==> src/rtl/irq_controller_if.sv <==
// CPU-side bus of the priority interrupt controller: register access plus INT/intack.
interface irq_controller_if;
    logic [11:0] address;
    logic [15:0] data_out;
    logic        memwt;
    logic        intack;
    logic        INT;
    logic [15:0] vector;
    logic [15:0] rd_data;
    logic        rd_hit;

    modport master (
        output address, data_out, memwt, intack,
        input  INT, vector, rd_data, rd_hit
    );

    modport slave (
        input  address, data_out, memwt, intack,
        output INT, vector, rd_data, rd_hit
    );
endinterface

==> src/rtl/irq_controller.sv <==
// Programmable priority interrupt controller: edge-latched requests, mask, INT/intack/EOI handshake.
// Define NESTED_IRQ_EN to allow higher-priority sources to preempt a source in service.
module irq_controller #(
    parameter int          NUM_IRQ      = 8,
    parameter logic [11:0] BASE_ADDR    = 12'hA00,
    parameter logic [15:0] SPURIOUS_VEC = 16'h0007
) (
    input  logic               clk,
    input  logic               rst_n,
    input  logic [NUM_IRQ-1:0] irq,
    irq_controller_if.slave    bus
);

    typedef enum logic [1:0] {IDLE, REQ, ACK, SERVICE} state_e;

    state_e             state_q, state_d;
    logic [NUM_IRQ-1:0] irq_q;
    logic [NUM_IRQ-1:0] pending_q, pending_d;
    logic [NUM_IRQ-1:0] mask_q, mask_d;
    logic [NUM_IRQ-1:0] insvc_q, insvc_d;
    logic [2:0]         grant_q, grant_d;

    logic [NUM_IRQ-1:0] edge_det, req, grant_oh, ack_clr, isv_clr;
    logic [11:0]        offset;
    logic               wr_mask, wr_eoi;
    logic [2:0]         win_idx;
    logic               int_o;
    logic [15:0]        vector_o, rd_data_o;
    logic               unused_data;

    // Lowest set index wins; irq0 is highest priority.
    function automatic logic [2:0] lowest_idx(input logic [NUM_IRQ-1:0] v);
        lowest_idx = '0;
        for (int i = NUM_IRQ - 1; i >= 0; i--) begin
            if (v[i]) lowest_idx = 3'(i);
        end
    endfunction

    assign edge_det = irq & ~irq_q;
    assign req      = pending_q & ~mask_q;
    assign win_idx  = lowest_idx(req);
    assign grant_oh = NUM_IRQ'(1) << grant_q;

    assign offset      = bus.address - BASE_ADDR;
    assign bus.rd_hit  = (offset < 12'd4);
    assign wr_mask     = bus.memwt && bus.rd_hit && (offset[1:0] == 2'd0);
    assign wr_eoi      = bus.memwt && bus.rd_hit && (offset[1:0] == 2'd2);
    assign unused_data = ^bus.data_out[15:NUM_IRQ];

`ifdef NESTED_IRQ_EN
    logic [2:0]         isv_lo;
    logic [NUM_IRQ-1:0] isv_lo_oh;
    assign isv_lo    = lowest_idx(insvc_q);
    assign isv_lo_oh = NUM_IRQ'(1) << isv_lo;
`endif

    // NOTE: every always_comb output gets a default first so no path leaves a latch.
    always_comb begin
        state_d  = state_q;
        grant_d  = grant_q;
        ack_clr  = '0;
        isv_clr  = '0;
        int_o    = 1'b0;
        vector_o = 16'h0000;
        unique case (state_q)
            IDLE: begin
                if (bus.intack) vector_o = SPURIOUS_VEC;
                if (req != '0) begin
                    grant_d = win_idx;
                    state_d = REQ;
                end
            end
            REQ: begin
                int_o = 1'b1;
                if (bus.intack) begin
                    vector_o = 16'(grant_q);
                    ack_clr  = grant_oh;
                    state_d  = ACK;
                end
            end
            ACK: begin
                if (bus.intack) vector_o = 16'(grant_q);
                else            state_d  = SERVICE;
            end
            SERVICE: begin
                if (bus.intack) vector_o = SPURIOUS_VEC;
`ifdef NESTED_IRQ_EN
                // The active level is always the lowest set in_service bit.
                if (wr_eoi) begin
                    isv_clr = isv_lo_oh;
                    state_d = ((insvc_q & ~isv_lo_oh) != '0) ? SERVICE : IDLE;
                end else if (req != '0 && win_idx < isv_lo) begin
                    grant_d = win_idx;
                    state_d = REQ;
                end
`else
                if (wr_eoi) begin
                    isv_clr = grant_oh;
                    state_d = IDLE;
                end
`endif
            end
            default: state_d = IDLE;
        endcase
    end

    // A new edge on a bit being acknowledged keeps it pending (set wins).
    assign pending_d = (pending_q & ~ack_clr) | edge_det;
    assign insvc_d   = (insvc_q & ~isv_clr) | ack_clr;
    assign mask_d    = wr_mask ? bus.data_out[NUM_IRQ-1:0] : mask_q;

    // NOTE: sequential state uses non-blocking assignments so all registers update together.
    always_ff @(posedge clk or negedge rst_n) begin
        if (!rst_n) begin
            state_q   <= IDLE;
            irq_q     <= '0;
            pending_q <= '0;
            mask_q    <= '1;
            insvc_q   <= '0;
            grant_q   <= '0;
        end else begin
            state_q   <= state_d;
            irq_q     <= irq;
            pending_q <= pending_d;
            mask_q    <= mask_d;
            insvc_q   <= insvc_d;
            grant_q   <= grant_d;
        end
    end

    always_comb begin
        rd_data_o = 16'h0000;
        if (bus.rd_hit) begin
            unique case (offset[1:0])
                2'd0:    rd_data_o = 16'(mask_q);
                2'd1:    rd_data_o = 16'(pending_q);
                2'd3:    rd_data_o = 16'(insvc_q);
                default: rd_data_o = 16'h0000;
            endcase
        end
    end

    assign bus.INT     = int_o;
    assign bus.vector  = vector_o;
    assign bus.rd_data = rd_data_o;

endmodule

==> src/flat_wrapper.sv <==
// flat-port wrapper written by rule: the top's interface ports become plain ports
module irq_controller_flat 
#(
    parameter int          NUM_IRQ      = 8,
    parameter logic [11:0] BASE_ADDR    = 12'hA00,
    parameter logic [15:0] SPURIOUS_VEC = 16'h0007
)
  (clk, rst_n, irq, bus_address, bus_data_out, bus_memwt, bus_intack, bus_INT, bus_vector, bus_rd_data, bus_rd_hit);
  irq_controller_if bus_i ();
  input  logic clk;
  input  logic rst_n;
  input  logic [NUM_IRQ-1:0] irq;
  input wire logic [$bits(bus_i.address)-1:0] bus_address;
  input wire logic [$bits(bus_i.data_out)-1:0] bus_data_out;
  input wire logic [$bits(bus_i.memwt)-1:0] bus_memwt;
  input wire logic [$bits(bus_i.intack)-1:0] bus_intack;
  output wire logic [$bits(bus_i.INT)-1:0] bus_INT;
  output wire logic [$bits(bus_i.vector)-1:0] bus_vector;
  output wire logic [$bits(bus_i.rd_data)-1:0] bus_rd_data;
  output wire logic [$bits(bus_i.rd_hit)-1:0] bus_rd_hit;
  assign bus_i.address = bus_address;
  assign bus_i.data_out = bus_data_out;
  assign bus_i.memwt = bus_memwt;
  assign bus_i.intack = bus_intack;
  assign bus_INT = bus_i.INT;
  assign bus_vector = bus_i.vector;
  assign bus_rd_data = bus_i.rd_data;
  assign bus_rd_hit = bus_i.rd_hit;
  irq_controller #(.NUM_IRQ(NUM_IRQ), .BASE_ADDR(BASE_ADDR), .SPURIOUS_VEC(SPURIOUS_VEC)) u_core (.clk(clk), .rst_n(rst_n), .irq(irq), .bus(bus_i));
endmodule
==> config.mk <==
export PLATFORM = sky130hd
export DESIGN_NAME = irq_controller_flat
export DESIGN_NICKNAME = d
export VERILOG_FILES = /design/src/rtl/irq_controller_if.sv /design/src/rtl/irq_controller.sv /design/src/flat_wrapper.sv
export SDC_FILE = /design/constraint.sdc
export NUM_CORES = 1
export LEC_CHECK = 0
export ABC_AREA = 1
export BUFFER_PORTS_ARGS = -buffer_cell sky130_fd_sc_hd__buf_2
export CORE_ASPECT_RATIO = 1.25
export CORE_MARGIN = 5
export CORE_UTILIZATION = 40
export CTS_CLUSTER_DIAMETER = 60
export DETAILED_ROUTE_END_ITERATION = 12
export PLACE_DENSITY = 0.67
export SYNTH_ARGS = -nofsm -noshare
export SYNTH_HDL_FRONTEND = slang
export SYNTH_SLANG_ARGS = --single-unit
==> constraint.sdc <==
create_clock -name clk -period 1.7 [get_ports clk]
set_input_delay 0.17 -clock clk [delete_from_list [all_inputs] [get_ports clk]]
set_output_delay 0.17 -clock clk [all_outputs]
set_load 0.05 [all_outputs]
==> impl_metrics.env <==
export IMPL_use_met1_pct=16.62
export IMPL_critical_path_peak_fanout=8
export IMPL_synthAdderAreaFrac_pct=2.781
export IMPL_cts_tree="built"
export IMPL_hold_class="in -> reg"
export IMPL_pwr_share_seq_pct=39.1
export IMPL_clock_fmax_mhz=610.6
export IMPL_critPathBufInv=4
export IMPL_syn2layout_area_growth_pct=30.42
export IMPL_die_w_um=77.08
export IMPL_num_antenna_cells=0
export IMPL_power_density_mw_per_mm2=884.2
export IMPL_netlist_instances=280
export IMPL_ys_top_cells_by_count="nand2_1 (88), inv_1 (37), dfrtp_1 (29)"
export IMPL_final_cells=408
export IMPL_grt_pass1_vias=1885
export IMPL_path_clk_slew_ns=0.07
export IMPL_clk_path_buf_depth=2
export IMPL_stdcell_area_mm2=0.002934
export IMPL_drive_gt1_share_pct=33.43
export IMPL_synth_top_family_by_area="simple AND/OR/NAND/NOR gates"
export IMPL_cap_viol_max_count=0
export IMPL_max_stage_delay_ns=0.22
export IMPL_drt_wirelength_per_cell_um=11.83
export IMPL_yosys_area_share_simple_pct=29.76
export IMPL_place_congestion=0.8459
export IMPL_crit_required_ns=1.53
export IMPL_critical_path_top_delay_family="simple AND/OR/NAND/NOR gates"
export IMPL_cts_root_buffer="clkbuf_8"
export IMPL_grt_max_degree=20
export IMPL_clk_latency_ns=0.29
export IMPL_gr_usage_all_layers_pct=14.26
export IMPL_slew_viol_final=0
export IMPL_dp_cells=390
export IMPL_synthXorXnorAreaFrac_pct=0
export IMPL_synth_edf_count=0
export IMPL_dieArea_mm2=0.007233
export IMPL_synth_seq_cells=37
export IMPL_synth_cell_area_mm2=0.002250
export IMPL_synth_most_common_cell="nand2_1"
export IMPL_cts_sinks=37
export IMPL_ir_worst_vdd_uv=1134
export IMPL_synth_mux_area_share_pct=0.4449
export IMPL_rows=30
export IMPL_synth_top_flop_cell="dfrtp_1"
export IMPL_coreArea_mm2=0.005443
export IMPL_use_met2_pct=25.57
export IMPL_power_share_clock_pct=23.2
export IMPL_synth_area_per_cell_um2=8.034
export IMPL_drt_iter0_drc=51
export IMPL_initial_utilization_pct=41.33
export IMPL_ios=74
export IMPL_gr_total_overflow=0
export IMPL_grt_pass1_wl_um=8376
export IMPL_hpwlAfterDp_um=3955
export IMPL_ys_seq_area_share_pct=41.60
export IMPL_cp_end_kind="primary output"
export IMPL_synth_distinct_cells=29
export IMPL_drt_drc_violations_left=0
export IMPL_htree_levels=2
export IMPL_worst_path_max_delay_cell="nor3_4"
export IMPL_finalCritPeriodShare_pct=96.33
export IMPL_p_sw_mw=1.046
export IMPL_combPwrFrac_pct=37.7
export IMPL_critPathKind="in -> out"
export IMPL_wirelength_um=4826
export IMPL_swShare_pct=40.33
export IMPL_synth_area_leaders="dfrtp_1 (32%), nand2_1 (15%), dfstp_2 (9.3%), buf_4 (7.0%), inv_1 (6.2%)"
export IMPL_crit_path_cell_trace="buf_4, inv_12, ha_4, inv_1, nand2_2, nand3_2, nor3_4, nand2_4, a31oi_4, buf_6"
export IMPL_viasPerCell=4.547
export IMPL_finalHoldViolations=0
export IMPL_finalNetCount=388
export IMPL_ant_nets=0
export IMPL_reg2reg_from="u_core.mask_q[6]"
export IMPL_finalCriticalPeriod_ns=1.638
export IMPL_grt_met3_usage_pct=3.071
export IMPL_vias=1855
export IMPL_yosysWarningCount=0
export IMPL_cts_buffers=5
export IMPL_final_setup_viol_count=0
export IMPL_fin_skew_ns=0.008624
export IMPL_portBuffers=44
export IMPL_p_leak_nw=1.545
export IMPL_placed_cell_area_mm2=0.002686
export IMPL_antenna_found_initial=0
export IMPL_hold_path_startpoint="irq[2]"
export IMPL_start_kind="input pin"
export IMPL_synth_area_leader_cell="dfrtp_1"
export IMPL_grt_busiest_layer="met2"
export IMPL_startpoint="bus_address[9]"
export IMPL_fin_tns_setup_ns=0
export IMPL_yosysTopAreaCellShare_pct=32.26
export IMPL_drtPass1Iterations=4
export IMPL_synth_compound_area_share_pct=11.07
export IMPL_synthArstFlopShare_pct=100.0
export IMPL_intPower_mw=1.548
export IMPL_die_y_um=93.85
export IMPL_status="finished, final reports clean"
export IMPL_arrival_ns=1.47
[layer usage]
metal | vias up | wire [um]
met5 | - | 0
met4 | 0 | 82
met2 | 52 | 2375
met1 | 832 | 2056
met3 | 7 | 312
li1 | 964 | -
[per-stage QoR]
step	setup WS, ns	util (%)	power [mW]	hold WS [ns]
finish	0.06239	53.91	2.594	0.01000
global route	-0.01253	53.91	2.775	0.004732
detailed placement	-0.02992	49.36	1.954	0.1543
floorplan	-0.1723	-	1.782	-0.1256
CTS	0.009336	52.92	2.603	0.0005833
global placement	-0.01282	49.36	1.938	0.1465
[power by group through the flow]
stage	combinational (mW)	clock, mW	sequential, mW
finish	0.978	0.602	1.01
global route	1.09	0.655	1.03
CTS	0.963	0.624	1.02
detailed placement	0.922	0	1.03
global placement	0.910	0	1.03
floorplan	0.764	0	1.02
[layout make-up]
type	instances	area, um2
clock buffer	5	68.82
sequential	37	935.9
inverter	39	161.4
timing repair buffer	59	441.7
fill	511	2509
multi-input combinational	201	1229
clock inverter	3	17.52
tap	64	80.08
[registers in the layout, indices dropped and copies added, names as in the netlist]
register,cells
u_core.mask_q,8
u_core.grant_q,3
u_core.insvc_q,8
u_core.irq_q,8
u_core.pending_q,8
u_core.state_q,2
[worst reg2reg max path, delay by kind of cell, from the launching register on]
family / cells / cell delay (ns)
flip-flops: 1 / 0.53
buffers and inverters: 2 / 0.14
AO/OA/AOI/OAI: 1 / 0.17
AND/OR/NAND/NOR: 6 / 0.46
[worst paths after layout]
check | end | slack [ns] | cells past startpoint
worst min-delay path | u_core.irq_q[2] | 0.01 | 1
min in group asynchronous | u_core.irq_q[3] | 0.36 | 2
worst max register to register | u_core.grant_q[0] | 0.29 | 9
worst max-delay path | bus_rd_data[0] | 0.06 | 10
worst min register to register | u_core.pending_q[7] | 0.41 | 1
max in group asynchronous | u_core.mask_q[2] | 0.80 | 3
[cells by family (layout without fill, tap and decap cells)]
family	after synthesis	count (layout)
buf+inv	62	106
fa+ha+maj	5	5
other cells	1	21
flops	37	37
simple gates	133	133
mux	1	1
compound gates	41	41
[what timing repair did]
item | in CTS | in global routing
pin swaps | 0 | 3
hold buffers | 8 | 0
setup endpoints to repair | 11 | 11
hold endpoints to repair | 24 | 0
buffers inserted | 0 | 2
gates resized for setup | 11 | 12
[cells in the final DEF, fill, tap and decap left out, drive strengths merged, types with 6 or more instances in the layout]
master	instances
a21oi	13
a31oi	8
buf	51
conb	21
dfrtp	29
dfstp	8
dlygate4sd3	8
inv	39
nand2	94
nand3	6
nor2	21
nor3	9
o21ai	20
No activity file was read; power rests on OpenSTA's default activity.
